`config.mk`:
```
export PLATFORM = sky130hd
export DESIGN_NAME = mp3_cmd_ctrl
export DESIGN_NICKNAME = d
export VERILOG_FILES = /design/src/rtl/mp3_pkg.sv /design/src/rtl/mp3_key_debounce.sv /design/src/rtl/mp3_cmd_ctrl.sv
export SDC_FILE = /design/constraint.sdc
export NUM_CORES = 1
export LEC_CHECK = 0
export BUFFER_PORTS_ARGS = -buffer_cell sky130_fd_sc_hd__buf_2
export CAP_MARGIN = 10
export CORE_UTILIZATION = 51
export DETAILED_ROUTE_END_ITERATION = 6
export HOLD_SLACK_MARGIN = 0.1
export PLACE_DENSITY = 0.77
export SKIP_LAST_GASP = 1
export SLEW_MARGIN = 20
export SYNTH_ARGS = -nofsm -noshare
export SYNTH_HDL_FRONTEND = slang
export SYNTH_SLANG_ARGS = --single-unit
```
`constraint.sdc`:
```
create_clock -name clk -period 5.47 [get_ports clk]
set_input_delay 1.3675 -clock clk [delete_from_list [all_inputs] [get_ports clk]]
set_output_delay 1.3675 -clock clk [all_outputs]
set_load 0.02 [all_outputs]
```
`src/rtl/mp3_pkg.sv`:
```
// rtl/mp3_pkg.sv - shared command codes, FSM states and default parameters for the MP3 key controller
package mp3_pkg;

    localparam int DEF_NUM_TRACKS  = 4;
    localparam int DEF_VOL_MAX     = 15;
    localparam int DEF_VOL_DEFAULT = 8;
    localparam int DEF_DEB_CYC     = 16;
    localparam int DEF_HL_CYC      = 50;

    typedef enum logic [2:0] {
        CMD_NOP   = 3'd0,
        CMD_NEXT  = 3'd1,
        CMD_PRE   = 3'd2,
        CMD_PLAY  = 3'd3,
        CMD_PAUSE = 3'd4,
        CMD_VOL   = 3'd5
    } cmd_e;

    typedef enum logic [1:0] {
        ST_IDLE  = 2'd0,
        ST_ISSUE = 2'd1,
        ST_HOLD  = 2'd2
    } state_e;

    // A single-track build still needs a one-bit index bus.
    function automatic int idx_width(input int n);
        return (n > 1) ? $clog2(n) : 1;
    endfunction

endpackage

```
`src/rtl/mp3_key_debounce.sv`:
```
// rtl/mp3_key_debounce.sv - 2-flop synchronizer, counting debouncer and press-edge detector for one key
module mp3_key_debounce
    import mp3_pkg::*;
#(
    parameter int DEB_CYC = DEF_DEB_CYC
) (
    input  logic clk,
    input  logic rst_n,
    input  logic key_i,
    output logic rise_o
);

    localparam int CW = $clog2(DEB_CYC + 1);

    logic          sync1_q, sync2_q;
    logic          level_q, level_d;
    logic          rise_q, rise_d;
    logic [CW-1:0] cnt_q, cnt_d;

    // Count consecutive cycles the synchronized level disagrees with the accepted level; flip on the last one.
    always_comb begin
        level_d = level_q;
        rise_d  = 1'b0;
        cnt_d   = '0;
        if (sync2_q != level_q) begin
            if (cnt_q == CW'(DEB_CYC - 1)) begin
                level_d = sync2_q;
                rise_d  = sync2_q;
            end else begin
                cnt_d = cnt_q + 1'b1;
            end
        end
    end

    // Synchronizer, debounce state and the registered one-cycle press event.
    always_ff @(posedge clk or negedge rst_n) begin
        if (!rst_n) begin
            sync1_q <= 1'b0;
            sync2_q <= 1'b0;
            level_q <= 1'b0;
            rise_q  <= 1'b0;
            cnt_q   <= '0;
        end else begin
            sync1_q <= key_i;
            sync2_q <= sync1_q;
            level_q <= level_d;
            rise_q  <= rise_d;
            cnt_q   <= cnt_d;
        end
    end

    assign rise_o = rise_q;

endmodule

```
`src/rtl/mp3_cmd_ctrl.sv`:
```
// rtl/mp3_cmd_ctrl.sv - key-driven track/volume/play controller issuing handshaked commands to the decoder
module mp3_cmd_ctrl
    import mp3_pkg::*;
#(
    parameter int  NUM_TRACKS  = DEF_NUM_TRACKS,
    parameter int  VOL_MAX     = DEF_VOL_MAX,
    parameter int  VOL_DEFAULT = DEF_VOL_DEFAULT,
    parameter int  DEB_CYC     = DEF_DEB_CYC,
    parameter int  HL_CYC      = DEF_HL_CYC,
    localparam int TW          = idx_width(NUM_TRACKS)
) (
    input  logic          clk,
    input  logic          rst_n,
    input  logic          i_next,
    input  logic          i_pre,
    input  logic          i_play,
    input  logic          i_vol_plus,
    input  logic          i_vol_dec,
    output logic          o_cmd_valid,
    output logic [2:0]    o_cmd,
    input  logic          i_cmd_ready,
    output logic [TW-1:0] o_track,
    output logic [3:0]    o_vol,
    output logic          o_playing,
    output logic          o_hl_next,
    output logic          o_hl_pre,
    output logic          o_hl_vol
);

    localparam int            HW       = $clog2(HL_CYC + 1);
    localparam logic [TW-1:0] TRK_LAST = TW'(NUM_TRACKS - 1);
    localparam logic [3:0]    VMAX     = 4'(VOL_MAX);
    localparam logic [3:0]    VDEF     = 4'(VOL_DEFAULT);

    // Key order in the event vector: [4]=next [3]=pre [2]=play [1]=vol_plus [0]=vol_dec.
    logic [4:0] key_raw;
    logic [4:0] key_evt;

    assign key_raw = {i_next, i_pre, i_play, i_vol_plus, i_vol_dec};

    for (genvar k = 0; k < 5; k++) begin : g_key
        mp3_key_debounce #(
            .DEB_CYC (DEB_CYC)
        ) u_deb (
            .clk    (clk),
            .rst_n  (rst_n),
            .key_i  (key_raw[k]),
            .rise_o (key_evt[k])
        );
    end

    state_e          state_q, state_d;
    cmd_e            cmd_q, cmd_d;
    logic [TW-1:0]   track_q, track_d;
    logic [3:0]      vol_q, vol_d;
    logic            playing_q, playing_d;
    logic [HW-1:0]   hl_cnt_q, hl_cnt_d;

    // Next-state and output decode; events are only acted on in IDLE, the highest-priority one wins.
    always_comb begin
        state_d     = state_q;
        cmd_d       = cmd_q;
        track_d     = track_q;
        vol_d       = vol_q;
        playing_d   = playing_q;
        hl_cnt_d    = hl_cnt_q;
        o_cmd_valid = 1'b0;
        o_cmd       = CMD_NOP;
        o_hl_next   = 1'b0;
        o_hl_pre    = 1'b0;
        o_hl_vol    = 1'b0;

        case (state_q)
            ST_IDLE: begin
                if (key_evt[4]) begin
                    track_d = (track_q == TRK_LAST) ? '0 : track_q + 1'b1;
                    cmd_d   = CMD_NEXT;
                    state_d = ST_ISSUE;
                end else if (key_evt[3]) begin
                    track_d = (track_q == '0) ? TRK_LAST : track_q - 1'b1;
                    cmd_d   = CMD_PRE;
                    state_d = ST_ISSUE;
                end else if (key_evt[2]) begin
                    playing_d = ~playing_q;
                    cmd_d     = playing_q ? CMD_PAUSE : CMD_PLAY;
                    state_d   = ST_ISSUE;
                end else if (key_evt[1]) begin
                    // At full volume the press is swallowed without a command or highlight.
                    if (vol_q < VMAX) begin
                        vol_d   = vol_q + 1'b1;
                        cmd_d   = CMD_VOL;
                        state_d = ST_ISSUE;
                    end
                end else if (key_evt[0]) begin
                    if (vol_q != 4'd0) begin
                        vol_d   = vol_q - 1'b1;
                        cmd_d   = CMD_VOL;
                        state_d = ST_ISSUE;
                    end
                end
            end
            ST_ISSUE: begin
                o_cmd_valid = 1'b1;
                o_cmd       = cmd_q;
                if (i_cmd_ready) begin
                    hl_cnt_d = '0;
                    state_d  = ST_HOLD;
                end
            end
            ST_HOLD: begin
                o_hl_next = (cmd_q == CMD_NEXT);
                o_hl_pre  = (cmd_q == CMD_PRE);
                o_hl_vol  = (cmd_q == CMD_VOL);
                if (hl_cnt_q == HW'(HL_CYC - 1)) begin
                    state_d = ST_IDLE;
                end else begin
                    hl_cnt_d = hl_cnt_q + 1'b1;
                end
            end
            default: begin
                state_d = ST_IDLE;
            end
        endcase
    end

    // State and player registers; reset abandons any pending command.
    always_ff @(posedge clk or negedge rst_n) begin
        if (!rst_n) begin
            state_q   <= ST_IDLE;
            cmd_q     <= CMD_NOP;
            track_q   <= '0;
            vol_q     <= VDEF;
            playing_q <= 1'b0;
            hl_cnt_q  <= '0;
        end else begin
            state_q   <= state_d;
            cmd_q     <= cmd_d;
            track_q   <= track_d;
            vol_q     <= vol_d;
            playing_q <= playing_d;
            hl_cnt_q  <= hl_cnt_d;
        end
    end

    assign o_track   = track_q;
    assign o_vol     = vol_q;
    assign o_playing = playing_q;

endmodule
```
==> flow_summary.toml <==
[outcome]
status = "complete, no violations"

[clock_network]
clkSlewWorstSetupHoldPaths_ns = 0.06
cts_inserted_buffers = 9
root_buffer = "clkbuf_8"
cts_sinks = 63
post-cts-setup-buffers = 0
ctsLongestPathBuffers = 2
htreeDepth = 3
clock_latency_ns = 0.33
cts_tree = "yes"
cts_resized = 0
cts_hold_buffers = 0

[route]
routed_wl_mm = 3.95
vias = 1690
drc = 0
drt_iter0_drc = 61
detail-route-antenna-nets = 0
viasPerCell = 5.14
wl_per_cell_um = 12.0
dr.pass1.iters = 4

[sta]
rsz0062_at_grt = "false"
final-hold-violation-count = 0
period_minus_slack_ns = 3.05
worstMarginPinSlew_ns = 0.749
relSlewSlack_pct = 50.1
setup_viol = 0
finClkSkew_ns = 0.00426
fmax_mhz = 328
tns_ns = 0
fin_crit_sh_pct = 55.7
whs_ns = 0.351
slew_violations = 0
setup_ws_ns = 2.42

[pwr]
p_sw_uw = 216
sequentialPowerShare_pct = 49.6
switching_share_pct = 20.9
pwr-share-comb_pct = 5.9
p_clk_share_pct = 44.5
leakage_uw = 0.00156
ir_drop_mv = 0.161
intPower_uw = 820
p_per_area_nw_per_um2 = 334

[layout]
num_antenna_cells = 0
syn2layout_area_growth_pct = 15.6
seq_area_um2 = 1580
filler_cell_count = 434
fin_area_um2 = 3100
nNetsFinal = 273
multiInputGateArea_um2 = 1070
drive_above_1_share_pct = 17.8
fin_util_pct = 61.1

[logic_synthesis]
synth_top_area_cell = "dfrtp_1"
synth_area_um2 = 2680
synth_fp_nets = 242
yosysMostFrequentCell = "dfrtp_1"
yosysUniqueCellTypes = 35
seq_area_frac_synth_pct = 58.8
synth-edff-count = 0
ys_ff_latch = 63
avgSynthCellArea_um2 = 12.0
ys_warn_count = 0
netlist.area_leader.share_pct = 57.8
synthArstFlopShare_pct = 100
netlist_instances = 224
ys_dominant_reg_cell = "dfrtp_1"
yosys-top-cells-area = "dfrtp_1 58%, xor2_1 6.2%, ha_1 4.2%, nor2_1 3.4%, nand3_1 2.4%"
ys_top_cells_by_count = "62 x dfrtp_1, 24 x nor2_1, 19 x xor2_1"

[floorplanning]
die_h_um = 74.5
rows = 26
die_x_um = 74.5
start_util_pct = 52.9
coreArea_um2 = 5070
ios = 22
dieArea_um2 = 5550

[grt]
grt_overflow = 0
grt_pass1_wl_mm = 6.98
grt_use_total_pct = 17.5
grt_max_degree = 64
grt_pass1_vias = 1640
grt_antenna_before_repair = 0

[flow_run]
max_cap_violations = 0

[min_path]
worstHoldPathType = "reg2reg"

[placement]
place_ws_ns = 2.76
dpl_cell_area_um2 = 2880
hpwl_mm = 2.70
io_buffers = 21
place_congestion = 0.803

[worst_setup_path]
worstSetupPathType = "reg2out"
cp-start-kind = "flop"
cp-end-kind = "output pin"
worstPathRequired_ns = 4.10
critPathArrivalTime_ns = 1.68
crit_fanout = 9
## per-layer routing
layer / GRT usage (%) / wire (um) / vias up
met4: 7.55 / 70 / 0
met5: 0 / 0 / -
met1: 20.1 / 1820 / 813
li1: - / - / 833
met3: 8.54 / 203 / 6
met2: 27.9 / 1850 / 38
## cells by family after synthesis
group / count (synthesis) / synth area share [%]
xor+xnor: 23 / 7.51
fa+ha+maj: 10 / 4.94
flops: 63 / 58.8
compound gates: 22 / 5.46
mux: 10 / 4.43
simple gates: 86 / 17.4
buf+inv: 10 / 1.40
## final cells by class
class,count,share of cell area [%]
clock buffer,11,4.24
clock inverter,4,3.07
inverter,8,0.968
multi-input combinational,151,34.4
sequential,63,50.9
tap,70,2.82
timing repair buffer,22,3.63
## placed cells by master (no fill, tap or decap), drive strengths merged, types with 6 or more instances in the layout
cell,instances
a21oi,6
and2,10
and3,6
buf,22
clkbuf,11
dfrtp,62
ha,9
inv,8
mux2,9
nand2,8
nand3,13
nor2,25
nor4b,6
o21ai,10
xor2,19
## through the flow
stage | total power, uW | instances
2_1_floorplan | 561 | 224
3_3_place_gp | 583 | 314
3_5_place_dp | 585 | 314
4_1_cts | 1050 | 329
5_1_grt | 1090 | 329
6_report | 1040 | 329
## critical path: stages, from the launching register on
cell      delay [ns]
dfrtp_1         0.41
nor2b_1         0.43
nor4bb_1        0.31
buf_2           0.20
## state kept, by name, indices dropped and copies added, names as in the netlist
| signal | flops |
|---|---|
| g_key.u_deb.cnt_q | 25 |
| g_key.u_deb.sync1_q | 5 |
| state_q | 2 |
| o_track | 2 |
| o_vol | 4 |
| g_key.u_deb.rise_o | 5 |
| g_key.u_deb.level_q | 5 |
| cmd_q | 3 |
| o_playing | 1 |
| hl_cnt_q | 6 |
| g_key.u_deb.sync2_q | 5 |
## path summary, 6_finish.rpt
path / startpoint / endpoint / slack [ns] / cells after the start
setup / recovery: state_q[1] / o_hl_pre / 2.42 / 3
hold / removal: g_key[2].u_deb.sync1_q / g_key[2].u_deb.sync2_q / 0.35 / 0
setup reg to reg: g_key[1].u_deb.rise_o / o_vol[3] / 3.52 / 6
hold reg to reg: g_key[2].u_deb.sync1_q / g_key[2].u_deb.sync2_q / 0.35 / 0
max in group asynchronous: rst_n / g_key[1].u_deb.cnt_q[3] / 3.79 / 2
min in group asynchronous: rst_n / o_vol[2] / 1.18 / 2
## power by group through the flow
| stage | Combinational [uW] | Clock (uW) | Sequential (uW) |
|---|---|---|---|
| after floorplan | 43.8 | 0 | 518 |
| after global placement | 61.3 | 0 | 522 |
| after detailed placement | 63.0 | 0 | 522 |
| after CTS | 63.2 | 474 | 514 |
| after global routing | 75.2 | 493 | 518 |
| final | 61.3 | 461 | 514 |
Note: power is estimated with default switching activity, not from simulation.
